## src/rtl/alu_issue_if.sv

```systemverilog
// Producer-side ALU issue bus: upstream instruction/operand handshake and the
// downstream operand/opcode handshake toward the integer ALU.
interface alu_issue_if #(
  parameter int XLEN       = 32,
  parameter int REG_ADDR_W = 5
) ();
  logic                  in_valid;
  logic                  in_ready;
  logic [31:0]           in_instr;
  logic [XLEN-1:0]       in_rs1_val;
  logic [XLEN-1:0]       in_rs2_val;
  logic                  out_valid;
  logic                  out_ready;
  logic [XLEN-1:0]       out_a;
  logic [XLEN-1:0]       out_b;
  logic [2:0]            out_funct3;
  logic [6:0]            out_funct7;
  logic [REG_ADDR_W-1:0] out_rd;
  logic                  out_illegal;

  modport master (
    output in_valid, in_instr, in_rs1_val, in_rs2_val, out_ready,
    input  in_ready, out_valid, out_a, out_b, out_funct3, out_funct7, out_rd, out_illegal
  );

  modport slave (
    input  in_valid, in_instr, in_rs1_val, in_rs2_val, out_ready,
    output in_ready, out_valid, out_a, out_b, out_funct3, out_funct7, out_rd, out_illegal
  );
endinterface

```

## src/rtl/alu_issue.sv

```systemverilog
// Decode/issue stage for OP / OP-IMM with a registered main entry plus skid entry.
// Optional macro ALU_ISSUE_PERF_CNT_EN adds perf_issued / perf_stall counters.
module alu_issue #(
  parameter int XLEN       = 32,
  parameter int REG_ADDR_W = 5
) (
  input  logic        clk,
  input  logic        reset_n,
  input  logic        flush,
  alu_issue_if.slave  bus
`ifdef ALU_ISSUE_PERF_CNT_EN
  ,
  output logic [31:0] perf_issued,
  output logic [31:0] perf_stall
`endif
);

  typedef struct packed {
    logic [XLEN-1:0]       a;
    logic [XLEN-1:0]       b;
    logic [2:0]            f3;
    logic [6:0]            f7;
    logic [REG_ADDR_W-1:0] rd;
    logic                  ill;
  } entry_t;

  entry_t main_q, main_d, skid_q, skid_d, dec;
  logic   main_vld_q, main_vld_d, skid_vld_q, skid_vld_d, in_ready_q, in_ready_d;
  logic   accept, main_free, legal;
  logic [6:0]      opcode, f7_in, f7_out;
  logic [2:0]      f3_in;
  logic [XLEN-1:0] b_val;

  assign opcode = bus.in_instr[6:0];
  assign f3_in  = bus.in_instr[14:12];
  assign f7_in  = bus.in_instr[31:25];

  // Decode the incoming word into an ALU entry; illegal words collapse to a zero entry.
  always_comb begin
    legal  = 1'b0;
    b_val  = '0;
    f7_out = 7'b0000000;
    dec    = '0;
    case (opcode)
      7'b0010011: begin
        case (f3_in)
          3'b001: begin
            b_val  = {{(XLEN-5){1'b0}}, bus.in_instr[24:20]};
            f7_out = f7_in;
            legal  = (f7_in == 7'b0000000);
          end
          3'b101: begin
            b_val  = {{(XLEN-5){1'b0}}, bus.in_instr[24:20]};
            f7_out = f7_in;
            legal  = (f7_in == 7'b0000000) || (f7_in == 7'b0100000);
          end
          3'b010, 3'b011: begin
            legal = 1'b0;
          end
          default: begin
            b_val  = {{(XLEN-12){bus.in_instr[31]}}, bus.in_instr[31:20]};
            f7_out = 7'b0000000;
            legal  = 1'b1;
          end
        endcase
      end
      7'b0110011: begin
        b_val  = bus.in_rs2_val;
        f7_out = f7_in;
        legal  = (f3_in != 3'b010) && (f3_in != 3'b011) &&
                 ((f7_in == 7'b0000000) ||
                  ((f7_in == 7'b0100000) && ((f3_in == 3'b000) || (f3_in == 3'b101))));
      end
      default: begin
        legal = 1'b0;
      end
    endcase
    if (legal) begin
      dec.a   = bus.in_rs1_val;
      dec.b   = b_val;
      dec.f3  = f3_in;
      dec.f7  = f7_out;
      dec.rd  = bus.in_instr[11:7];
      dec.ill = 1'b0;
    end else begin
      dec     = '0;
      dec.ill = 1'b1;
    end
  end

  assign accept    = bus.in_valid && in_ready_q;
  assign main_free = !main_vld_q || bus.out_ready;

  // Two-entry FIFO next state; skid drains into main before any new word lands there.
  always_comb begin
    main_d     = main_q;
    skid_d     = skid_q;
    main_vld_d = main_vld_q;
    skid_vld_d = skid_vld_q;
    if (flush) begin
      main_vld_d = 1'b0;
      skid_vld_d = 1'b0;
    end else if (main_free) begin
      if (skid_vld_q) begin
        main_d     = skid_q;
        main_vld_d = 1'b1;
        skid_vld_d = 1'b0;
      end else if (accept) begin
        main_d     = dec;
        main_vld_d = 1'b1;
      end else begin
        main_vld_d = 1'b0;
      end
    end else begin
      if (accept) begin
        skid_d     = dec;
        skid_vld_d = 1'b1;
      end else begin
        skid_vld_d = skid_vld_q;
      end
    end
    in_ready_d = !skid_vld_d;
  end

  // Buffer state registers.
  always_ff @(posedge clk or negedge reset_n) begin
    if (!reset_n) begin
      main_q     <= '0;
      skid_q     <= '0;
      main_vld_q <= 1'b0;
      skid_vld_q <= 1'b0;
      in_ready_q <= 1'b1;
    end else begin
      main_q     <= main_d;
      skid_q     <= skid_d;
      main_vld_q <= main_vld_d;
      skid_vld_q <= skid_vld_d;
      in_ready_q <= in_ready_d;
    end
  end

  assign bus.in_ready    = in_ready_q;
  assign bus.out_valid   = main_vld_q;
  assign bus.out_a       = main_q.a;
  assign bus.out_b       = main_q.b;
  assign bus.out_funct3  = main_q.f3;
  assign bus.out_funct7  = main_q.f7;
  assign bus.out_rd      = main_q.rd;
  assign bus.out_illegal = main_q.ill;

`ifdef ALU_ISSUE_PERF_CNT_EN
  logic [31:0] perf_issued_q, perf_stall_q;

  // Issue/stall counters; deliberately blind to flush.
  always_ff @(posedge clk or negedge reset_n) begin
    if (!reset_n) begin
      perf_issued_q <= 32'd0;
      perf_stall_q  <= 32'd0;
    end else begin
      if (main_vld_q && bus.out_ready) begin
        perf_issued_q <= perf_issued_q + 32'd1;
      end else begin
        perf_issued_q <= perf_issued_q;
      end
      if (main_vld_q && !bus.out_ready) begin
        perf_stall_q <= perf_stall_q + 32'd1;
      end else begin
        perf_stall_q <= perf_stall_q;
      end
    end
  end

  assign perf_issued = perf_issued_q;
  assign perf_stall  = perf_stall_q;
`endif

endmodule
```

## src/flat_wrapper.sv

```systemverilog
// flat-port wrapper written by rule: the top's interface ports become plain ports
module alu_issue_flat 
#(
  parameter int XLEN       = 32,
  parameter int REG_ADDR_W = 5
)
  (clk, reset_n, flush, bus_in_valid, bus_in_instr, bus_in_rs1_val, bus_in_rs2_val, bus_out_ready, bus_in_ready, bus_out_valid, bus_out_a, bus_out_b, bus_out_funct3, bus_out_funct7, bus_out_rd, bus_out_illegal);
  alu_issue_if #(.XLEN(XLEN), .REG_ADDR_W(REG_ADDR_W)) bus_i ();
  input  logic clk;
  input  logic reset_n;
  input  logic flush;
  input wire logic [$bits(bus_i.in_valid)-1:0] bus_in_valid;
  input wire logic [$bits(bus_i.in_instr)-1:0] bus_in_instr;
  input wire logic [$bits(bus_i.in_rs1_val)-1:0] bus_in_rs1_val;
  input wire logic [$bits(bus_i.in_rs2_val)-1:0] bus_in_rs2_val;
  input wire logic [$bits(bus_i.out_ready)-1:0] bus_out_ready;
  output wire logic [$bits(bus_i.in_ready)-1:0] bus_in_ready;
  output wire logic [$bits(bus_i.out_valid)-1:0] bus_out_valid;
  output wire logic [$bits(bus_i.out_a)-1:0] bus_out_a;
  output wire logic [$bits(bus_i.out_b)-1:0] bus_out_b;
  output wire logic [$bits(bus_i.out_funct3)-1:0] bus_out_funct3;
  output wire logic [$bits(bus_i.out_funct7)-1:0] bus_out_funct7;
  output wire logic [$bits(bus_i.out_rd)-1:0] bus_out_rd;
  output wire logic [$bits(bus_i.out_illegal)-1:0] bus_out_illegal;
  assign bus_i.in_valid = bus_in_valid;
  assign bus_i.in_instr = bus_in_instr;
  assign bus_i.in_rs1_val = bus_in_rs1_val;
  assign bus_i.in_rs2_val = bus_in_rs2_val;
  assign bus_i.out_ready = bus_out_ready;
  assign bus_in_ready = bus_i.in_ready;
  assign bus_out_valid = bus_i.out_valid;
  assign bus_out_a = bus_i.out_a;
  assign bus_out_b = bus_i.out_b;
  assign bus_out_funct3 = bus_i.out_funct3;
  assign bus_out_funct7 = bus_i.out_funct7;
  assign bus_out_rd = bus_i.out_rd;
  assign bus_out_illegal = bus_i.out_illegal;
  alu_issue #(.XLEN(XLEN), .REG_ADDR_W(REG_ADDR_W)) u_core (.clk(clk), .reset_n(reset_n), .flush(flush), .bus(bus_i));
endmodule
```

## config.mk

```make
export PLATFORM = sky130hd
export DESIGN_NAME = alu_issue_flat
export DESIGN_NICKNAME = d
export VERILOG_FILES = /design/src/rtl/alu_issue_if.sv /design/src/rtl/alu_issue.sv /design/src/flat_wrapper.sv
export SDC_FILE = /design/constraint.sdc
export NUM_CORES = 1
export LEC_CHECK = 0
export ABC_CLOCK_PERIOD_IN_PS = 5870
export CAP_MARGIN = 20
export CORE_ASPECT_RATIO = 0.5
export CORE_MARGIN = 2
export CORE_UTILIZATION = 53
export DETAILED_ROUTE_END_ITERATION = 8
export MAX_ROUTING_LAYER = met4
export PLACE_DENSITY_LB_ADDON = 0.25
export SETUP_SLACK_MARGIN = 0.02
export SLEW_MARGIN = 20
export SYNTH_ARGS = -nofsm -noshare
export SYNTH_HDL_FRONTEND = slang
export SYNTH_SLANG_ARGS = --single-unit
export TNS_END_PERCENT = 10
```

## constraint.sdc

```tcl
create_clock -name clk -period 5.87 [get_ports clk]
set_clock_uncertainty 0.1 [all_clocks]
set_input_delay 0.8805 -clock clk [delete_from_list [all_inputs] [get_ports clk]]
set_output_delay 0.8805 -clock clk [all_outputs]
set_load 0.01 [all_outputs]
```

### Yosys cells after proc, flatten, opt, wreduce, memory -nomap -nowiden

Cells that the tools add are included.

* flip-flop bits (word level): 163

* equality and inequality tests: 9
* muxes and demuxes: 16
* bitwise gates (word level): 2
* reduce and logical (&&, ||, !) cells: 18

Operator list (number)
* 2-to-1 mux 80 bit: 3
* one-hot mux 32 bit (2 select lines): 2
* equality test 7 x 6 -> 1 bit, second input constant: 2
* one-hot mux 7 bit (2 select lines): 1
* equality test 7 x 5 -> 1 bit, second input constant: 1
* zero test 7 bit: 1
* 2-to-1 mux 1 bit: 7
* 2-to-1 mux 7 bit: 1
* equality test 3 x 2 -> 1 bit, second input constant: 2
* inequality test 3 x 2 -> 1 bit, second input constant: 2
* AND reduction 3 bit: 2
* logical AND 1 bit: 4
* logical OR 1 bit: 4
* nonzero test 2 bit: 2
* OR reduction 2 bit: 2
* equality test 3 x 1 -> 1 bit, second input constant: 1
* equality test 3 bit, second input constant: 1
* zero test 3 bit: 1
* one-hot mux 1 bit (3 select lines): 1
* zero test 1 bit: 2
* inverter 1 bit: 2
* one-hot mux 1 bit (2 select lines): 1

### Depth between registers and ports, before layout

Gate-level depths: netlist of the first run.

* depth in word-level cells: 9
* mapped depth: 8
* gate-level depth less buffers: 5

### Worst setup path after synthesis of the first run

OpenSTA, ideal clock, no wires.

* path kind: input to register
* from: input port bus_out_ready
* to: register u_core.skid_q[39] in the netlist's numbering
* library setup time: 0.077 ns
* arrival time: 2.425 ns
* slack: 3.268 ns
* stages on the path: 7
* buffers on the path: 3
* cell sequence: nand2b_4 -> or3_1 -> buf_2 -> or4_4 -> buf_6 -> buf_6 -> o21ai_1

* cells in the longest elaborated chain, start to end: 3

RTL lines
* start: declaration: RTL line flat_wrapper.sv:16 `input wire logic [$bits(bus_i.out_ready)-1:0] bus_out_ready;`
* logical OR 1 bit: RTL line alu_issue.sv:92 `assign main_free = !main_vld_q || bus.out_ready;`
* inverter 1 bit (no line)
* AND reduction 3 bit (no line)
* end signal: assignment: RTL line alu_issue.sv:135 `skid_q <= skid_d;`
* end: declaration: RTL line alu_issue.sv:27 `entry_t main_q, main_d, skid_q, skid_d, dec;`

No other way between the ends.
A chain may end at the register's enable or synchronous reset.

### Worst setup path in the final report of the first run

* from: register u_core.skid_vld_q
* to: register u_core.main_q (netlist bit u_core.bus.out_b[9])

* cells in the longest elaborated chain, start to end: 2

RTL lines
* start: declaration: RTL line alu_issue.sv:28 `logic main_vld_q, main_vld_d, skid_vld_q, skid_vld_d, in_ready_q, in_ready_d;`
* start signal: assignment: RTL line alu_issue.sv:137 `skid_vld_q <= skid_vld_d;`
* nonzero test 2 bit (no line)
* AND reduction 3 bit (no line)
* end signal: assignment: RTL line alu_issue.sv:134 `main_q <= main_d;`
* end: declaration: RTL line alu_issue.sv:27

Several ways; a longest one is shown, not always the timed one.

==> summary.txt, run 1 <==
P_leak: 4.038 nW
Net switching power: 0.7485 mW
Min-delay worst type: reg -> reg
Max Freq: 300.9 MHz
Status: finished with violations
Post-place setup slack: 1.980 ns
Die Ht: 85.72 µm
Dpl hpwl: 10.83 mm
CTS-repair resized insts: 0
Total CTS buffers: 17
Fin nets: 894
Die area: 0.01435 mm²
Final Setup Violations: 0
Reg-to-Reg Start: u_core.skid_vld_q$_DFF_PN0_
Failing checks: design-rule violations
Most frequent cell after synthesis: dfrtp_1
Mean Syn Cell Area: 10.99 µm²
Synth warnings: 0
Area Overhead vs Synth: 33.37%
Slew HR: 0.2717
Total power: 2.869 mW
Std-Cell Rows: 29
Wire per inst: 18.05 µm
Setup TNS: 0 ns
Hold EP: u_core.bus.out_funct7[1]$_DFFE_PN0P_
Number of vias per cell: 5.746
Worst-Skew Late Latency: 0.41 ns
Sequential area share after synthesis: 0.5765
DR iter-0 viols: 413
Tcrit/Tclk final: 0.5662
Clock H-tree levels: 4
Crit path max-delay cell type: dfrtp_4
Worst hold margin: 0.3631 ns
FF-to-FF setup slack: 2.55 ns
# hold bufs at CTS: 0
Finished Layout Cells: 976
Peak supply drop: 161.4 µV
Largest net degree at the start of global routing: 113
Reg power frac: 0.439
Worst-Margin Slew: 1.092 ns
Met2 GRT Util: 0.4342
Initial antenna violation count: 0
CTS tree: built
Top FF cell, synth: dfrtp_1
Final ANT Viol Nets: 0
Cell variety after synth: 37
Port bufs: 177
Int Power: 2.120 mW
Mapped Cells: 644
Yosys top cell by area: dfrtp_1
Top cells by area, synth: dfrtp_1, nor2_1, a221oi_1
Clock transition at path regs: 0.07 ns
Diode count: 0
# clock sinks: 163
Global-route wire length before repair: 29.46 mm
Vias: 5608
Final GP Congestion: 0.8064
Number of synthesized flops with an enable pin: 0
Min Tclk post-route: 3.323 ns
Setup ws final: 2.547 ns
Met3 global-route usage: 0.04384
P per Cell Area: 303.9 mW/mm²
R2r endpoint: u_core.bus.out_b[9]$_DFFE_PN0P_
Grt total ovfl: 0
Syn_nets: 745
Clock share of power: 0.389
TritonRoute pass-1 iters: 9
WP data arrival: 3.55 ns
Max-cap violations: 0
Cells after DPL: 943
GRT Util Overall: 0.2638
Worst Setup End Kind: flip-flop
Req. time, crit path: 6.10 ns
Initial Utilization: 0.5510
R2r worst-path depth: 6
Critical Path, Cell by Cell: a21oi_1 > nor2_1 > and2_4 > buf_4 > nor2_1 > a21oi_1
GR Util met1: 0.3453
Core region area: 0.01284 mm²
Post-synthesis cell area: 0.007078 mm²
Crit path kind: reg -> reg
Ports: 183
Ys async rst share: 1.000
Busiest grt layer: met2
Filler cells: 910
Final Cell Area: 0.009440 mm²
Residual DRC: 10
Final design utilization: 0.7350
CP max FO: 84
Worst Hold Depth: 2
Vias in the first global route: 5716
Share of cells above drive strength 1: 0.1191
Seq cells post-synth: 163
Final hold violations: 0
Unrepaired setup endpoints after global routing: no
Top post-synthesis cells by count: dfrtp_1, nor2_1, nand2_1
Clock Tree Root: clkbuf_16
Post-synth top area share: 0.5727
Clock buffer depth: 2
Area of the multi-input gates: 0.002691 mm²
Min-delay src: u_core.bus.out_funct7[1]$_DFFE_PN0P_
Combinational Power Share: 0.171
Slew Limit Fails: 0
Final wirelength: 17.62 mm
Sw frac: 0.2609
CP peak stage delay: 1.15 ns
CP Launch Type: flip-flop
Post-DP Area: 0.008832 mm²
FF/Latch Area: 0.004084 mm²
# Post-CTS Setup Buffers: 0
Die X: 167.4 µm
==> power groups by stage <==
stage / Combinational (mW) / Sequential [mW] / Clock, mW
4_1_cts: 0.496 / 1.26 / 1.13
3_5_place_dp: 0.494 / 1.28 / 0
3_3_place_gp: 0.483 / 1.28 / 0
2_1_floorplan: 0.157 / 1.31 / 0
5_1_grt: 0.531 / 1.27 / 1.18
6_report: 0.491 / 1.26 / 1.12
==> metal layers <==
layer  routed length (µm)  up-vias
li1                     -     2621
met1                 7898     2820
met2                 8730      153
met3                  824       14
met4                  167        0
met5                    0        -
==> flip-flops by register name, summed over array words and instances, names as in the netlist <==
name and flops:
u_core.bus.out_rd 5, u_core.skid_q 80, u_core.bus.out_valid 1, u_core.bus.out_illegal 1
u_core.skid_vld_q 1, u_core.bus.out_funct7 7, u_core.bus.out_a 32, u_core.bus.out_b 32
u_core.bus.in_ready 1, u_core.bus.out_funct3 3
==> worst max-delay path by stage <==
| stage | from | endpoint | cells past startpoint |
|---|---|---|---|
| detailed placement | bus_in_instr[31] | u_core.bus.out_a[30]$_DFFE_PN0P_ | 7 |
| global route | u_core.skid_vld_q$_DFF_PN0_ | u_core.bus.out_b[9]$_DFFE_PN0P_ | 6 |
| floorplan | bus_out_ready | u_core.skid_q[39]$_DFFE_PN0P_ | 7 |
| finish | u_core.skid_vld_q$_DFF_PN0_ | u_core.bus.out_b[9]$_DFFE_PN0P_ | 6 |
| global placement | bus_in_instr[29] | u_core.bus.out_a[30]$_DFFE_PN0P_ | 7 |
| CTS | bus_in_instr[31] | u_core.bus.out_a[30]$_DFFE_PN0P_ | 7 |
==> kinds of logic after synthesis <==
family | share of synthesized area
buffers and inverters | 0.04508
DFF | 0.5765
AOI/OAI and AO/OA | 0.2489
and+or+nand+nor | 0.1280
muxes | 0.001591
==> critical path, delay by kind of cell (launching register included) <==
| family | cells | cell delay [ns] |
|---|---|---|
| buffers and inverters | 1 | 0.58 |
| AOI/OAI and AO/OA | 2 | 0.33 |
| DFF | 1 | 1.15 |
| and+or+nand+nor | 3 | 1.03 |
==> cell type report <==
type,count,share of cell area
clock buffers,19,0.04692
well taps,170,0.02253
repair buffers,186,0.1959
multi-input cells,422,0.2851
inverters,3,0.001193
flip-flops and latches,163,0.4326
clock inverters,13,0.01577
==> cells in the final DEF (no fill, tap or decap), drive strengths merged <==
cell type	netlist	routed
clkbuf	33	21
clkdlybuf4s50	0	176
nand3	6	6
a22o	44	44
buf	22	8
a21oi	55	55
nand2	55	55
o2111ai	1	1
nor2b	2	2
nor3	2	2
dfrtp	162	162
or3	2	2
nor2	122	122
bufinv	0	2
o21ai	35	35
mux2	1	1
a2bb2oi	28	28
dfstp	1	1
nor4b	2	2
or4	2	2
a22oi	6	6
nand2b	3	3
nor4	3	3
and2	7	7
clkinv	0	4
inv	3	7
clkinvlp	0	3
a221oi	46	46
Note: power is estimated with default switching activity, not from simulation.
==> inputs of run 2 (changes only) <==
ABC_CLOCK_PERIOD_IN_PS = 2800   (was 5870)
CORE_UTILIZATION = 44   (was 53)
clock period = 2.8 ns   (was 5.87 ns; I/O delays follow)
==> run 2 against run 1 <==
Against the previous run:
- the run now ends clean
- non-clock buffer count is 14 higher
- global-route usage is 3.7 points lower
- final cell count up 4.9%
- largest cell class unchanged
- combinational power is 110% higher
==> summary.txt, run 2 (same netlist as run 1, synthesis figures left out) <==
Final GP Congestion: 0.7608
Min-delay worst type: reg -> reg
Area Overhead vs Synth: 36.06%
Grt total ovfl: 0
P_leak: 4.114 nW
Post-DP Area: 0.009055 mm²
Reg-to-Reg Start: u_core.bus.in_ready$_DFF_PN1_
Setup ws final: 0.5274 ns
Port bufs: 177
Slew HR: 0.5900
Die Ht: 93.69 µm
Max reg flops: 80
Critical Path, Cell by Cell: clkdlybuf4s50_1 > nor4_2 > a2bb2oi_2 > buf_4 > or4_4 > o21ai_0
Crit path max-delay cell type: or4_4
CP Launch Point: bus_in_instr[29]
Commonest cells after routing, fill and taps aside: clkdlybuf4s50_1, dfrtp_1, nor2_1, nand2_1, a221oi_1
Max-cap violations: 0
Commonest non-fill, non-tap cell in the layout: clkdlybuf4s50_1
DR iter-0 viols: 322
Clock transition at path regs: 0.07 ns
Wire per inst: 17.33 µm
Number of vias per cell: 5.433
Crit path buf inv count: 2
Peak supply drop: 428.7 µV
Die X: 183.4 µm
WP data arrival: 2.50 ns
CP max FO: 29
Final Setup Violations: 0
Final wirelength: 17.74 mm
Req. time, crit path: 3.03 ns
Largest Register: u_core.skid_q
Initial Utilization: 0.4545
CP top delay family: simple AND/OR/NAND/NOR gates
Vias: 5563
CTS-repair resized insts: 0
Ports: 183
Final Cell Area: 0.009630 mm²
Worst-Skew Late Latency: 0.42 ns
Diode count: 0
Core region area: 0.01557 mm²
Status: finished clean
Slew Limit Fails: 0
Worst Setup End Kind: flip-flop
Cells after DPL: 991
Share of cells above drive strength 1: 0.1329
Crit path kind: in -> reg
Finished Layout Cells: 1024
Initial antenna violation count: 0
CTS tree: built
Total CTS buffers: 17
GRT Util Overall: 0.2264
Vias in the first global route: 5860
Residual DRC: 0
# clock sinks: 163
Max Freq: 440.0 MHz
Final hold violations: 0
Setup TNS: 0 ns
Min Tclk post-route: 2.273 ns
Worst-Margin Slew: 0.6150 ns
Global-route wire length before repair: 29.84 mm
Largest net degree at the start of global routing: 66
Tcrit/Tclk final: 0.8116
P per Cell Area: 614.9 mW/mm²
Clock H-tree levels: 4
Die area: 0.01718 mm²
Clock Tree Root: clkbuf_16
CP Launch Type: input pin
Clock buffer depth: 2
Dpl hpwl: 11.37 mm
TritonRoute pass-1 iters: 5
Total power: 5.921 mW
Post-place setup slack: 0.06885 ns
Min-delay src: u_core.bus.out_funct7[0]$_DFFE_PN0P_
Final ANT Viol Nets: 0
Std-Cell Rows: 32
CP peak stage delay: 0.69 ns
Unrepaired setup endpoints after global routing: no
Fin nets: 908
## run 2: routing by layer
layer  track usage  vias to the layer above  part of all wire
met5             -                        -                 0
met4       0.05933                        0             0.014
met3       0.03798                       26             0.037
met2        0.3722                      135              0.49
met1        0.2966                     2757              0.46
li1              -                     2645                 -
## run 2: what timing repair did
action | 4_1_cts | 5_1_grt
hold buffers | 1 | 0
setup buffers | 0 | 0
setup endpoints to repair | 0 | 0
endpoints found under the hold margin | 61 | 0
## run 2: where the power goes
group | switching (mW) | internal (mW)
Sequential | 0.102 | 2.53
Combinational | 0.471 | 0.576
Clock | 1.06 | 1.18
## run 2: final cells by class
cell class	instances	area [µm²]
inverters	3	11.26
fillers	1319	5944
flip-flops and latches	163	4084
repair buffers	200	2023
well taps	204	255.2
clock inverters	14	136.4
multi-input cells	422	2691
clock buffers	18	429.2
## run 2: metrics by stage
step	utilization	hold slack [ns]
2_1_floorplan	-	0.02441
3_3_place_gp	0.5814	0.3465
3_5_place_dp	0.5814	0.3470
4_1_cts	0.6183	0.3695
5_1_grt	0.6183	0.3847
6_report	0.6183	0.3645
## run 2: final timing paths
check | cells past startpoint | slack, ns | end
max | 6 | 0.53 | u_core.skid_q[32]$_DFFE_PN0P_
min | 2 | 0.36 | u_core.bus.out_funct7[0]$_DFFE_PN0P_
max reg2reg | 4 | 0.56 | u_core.skid_q[32]$_DFFE_PN0P_
min reg2reg | 2 | 0.36 | u_core.bus.out_funct7[0]$_DFFE_PN0P_
max in group asynchronous | 3 | 1.33 | u_core.skid_q[66]$_DFFE_PN0P_
min in group asynchronous | 2 | 0.45 | u_core.skid_q[69]$_DFFE_PN0P_
## run 2: tightest hold or removal path: cells and delay by family, from the launching register on
| kind | cells | cell delay, ns |
|---|---|---|
| DFF | 1 | 0.34 |
| and+or+nand+nor | 2 | 0.09 |
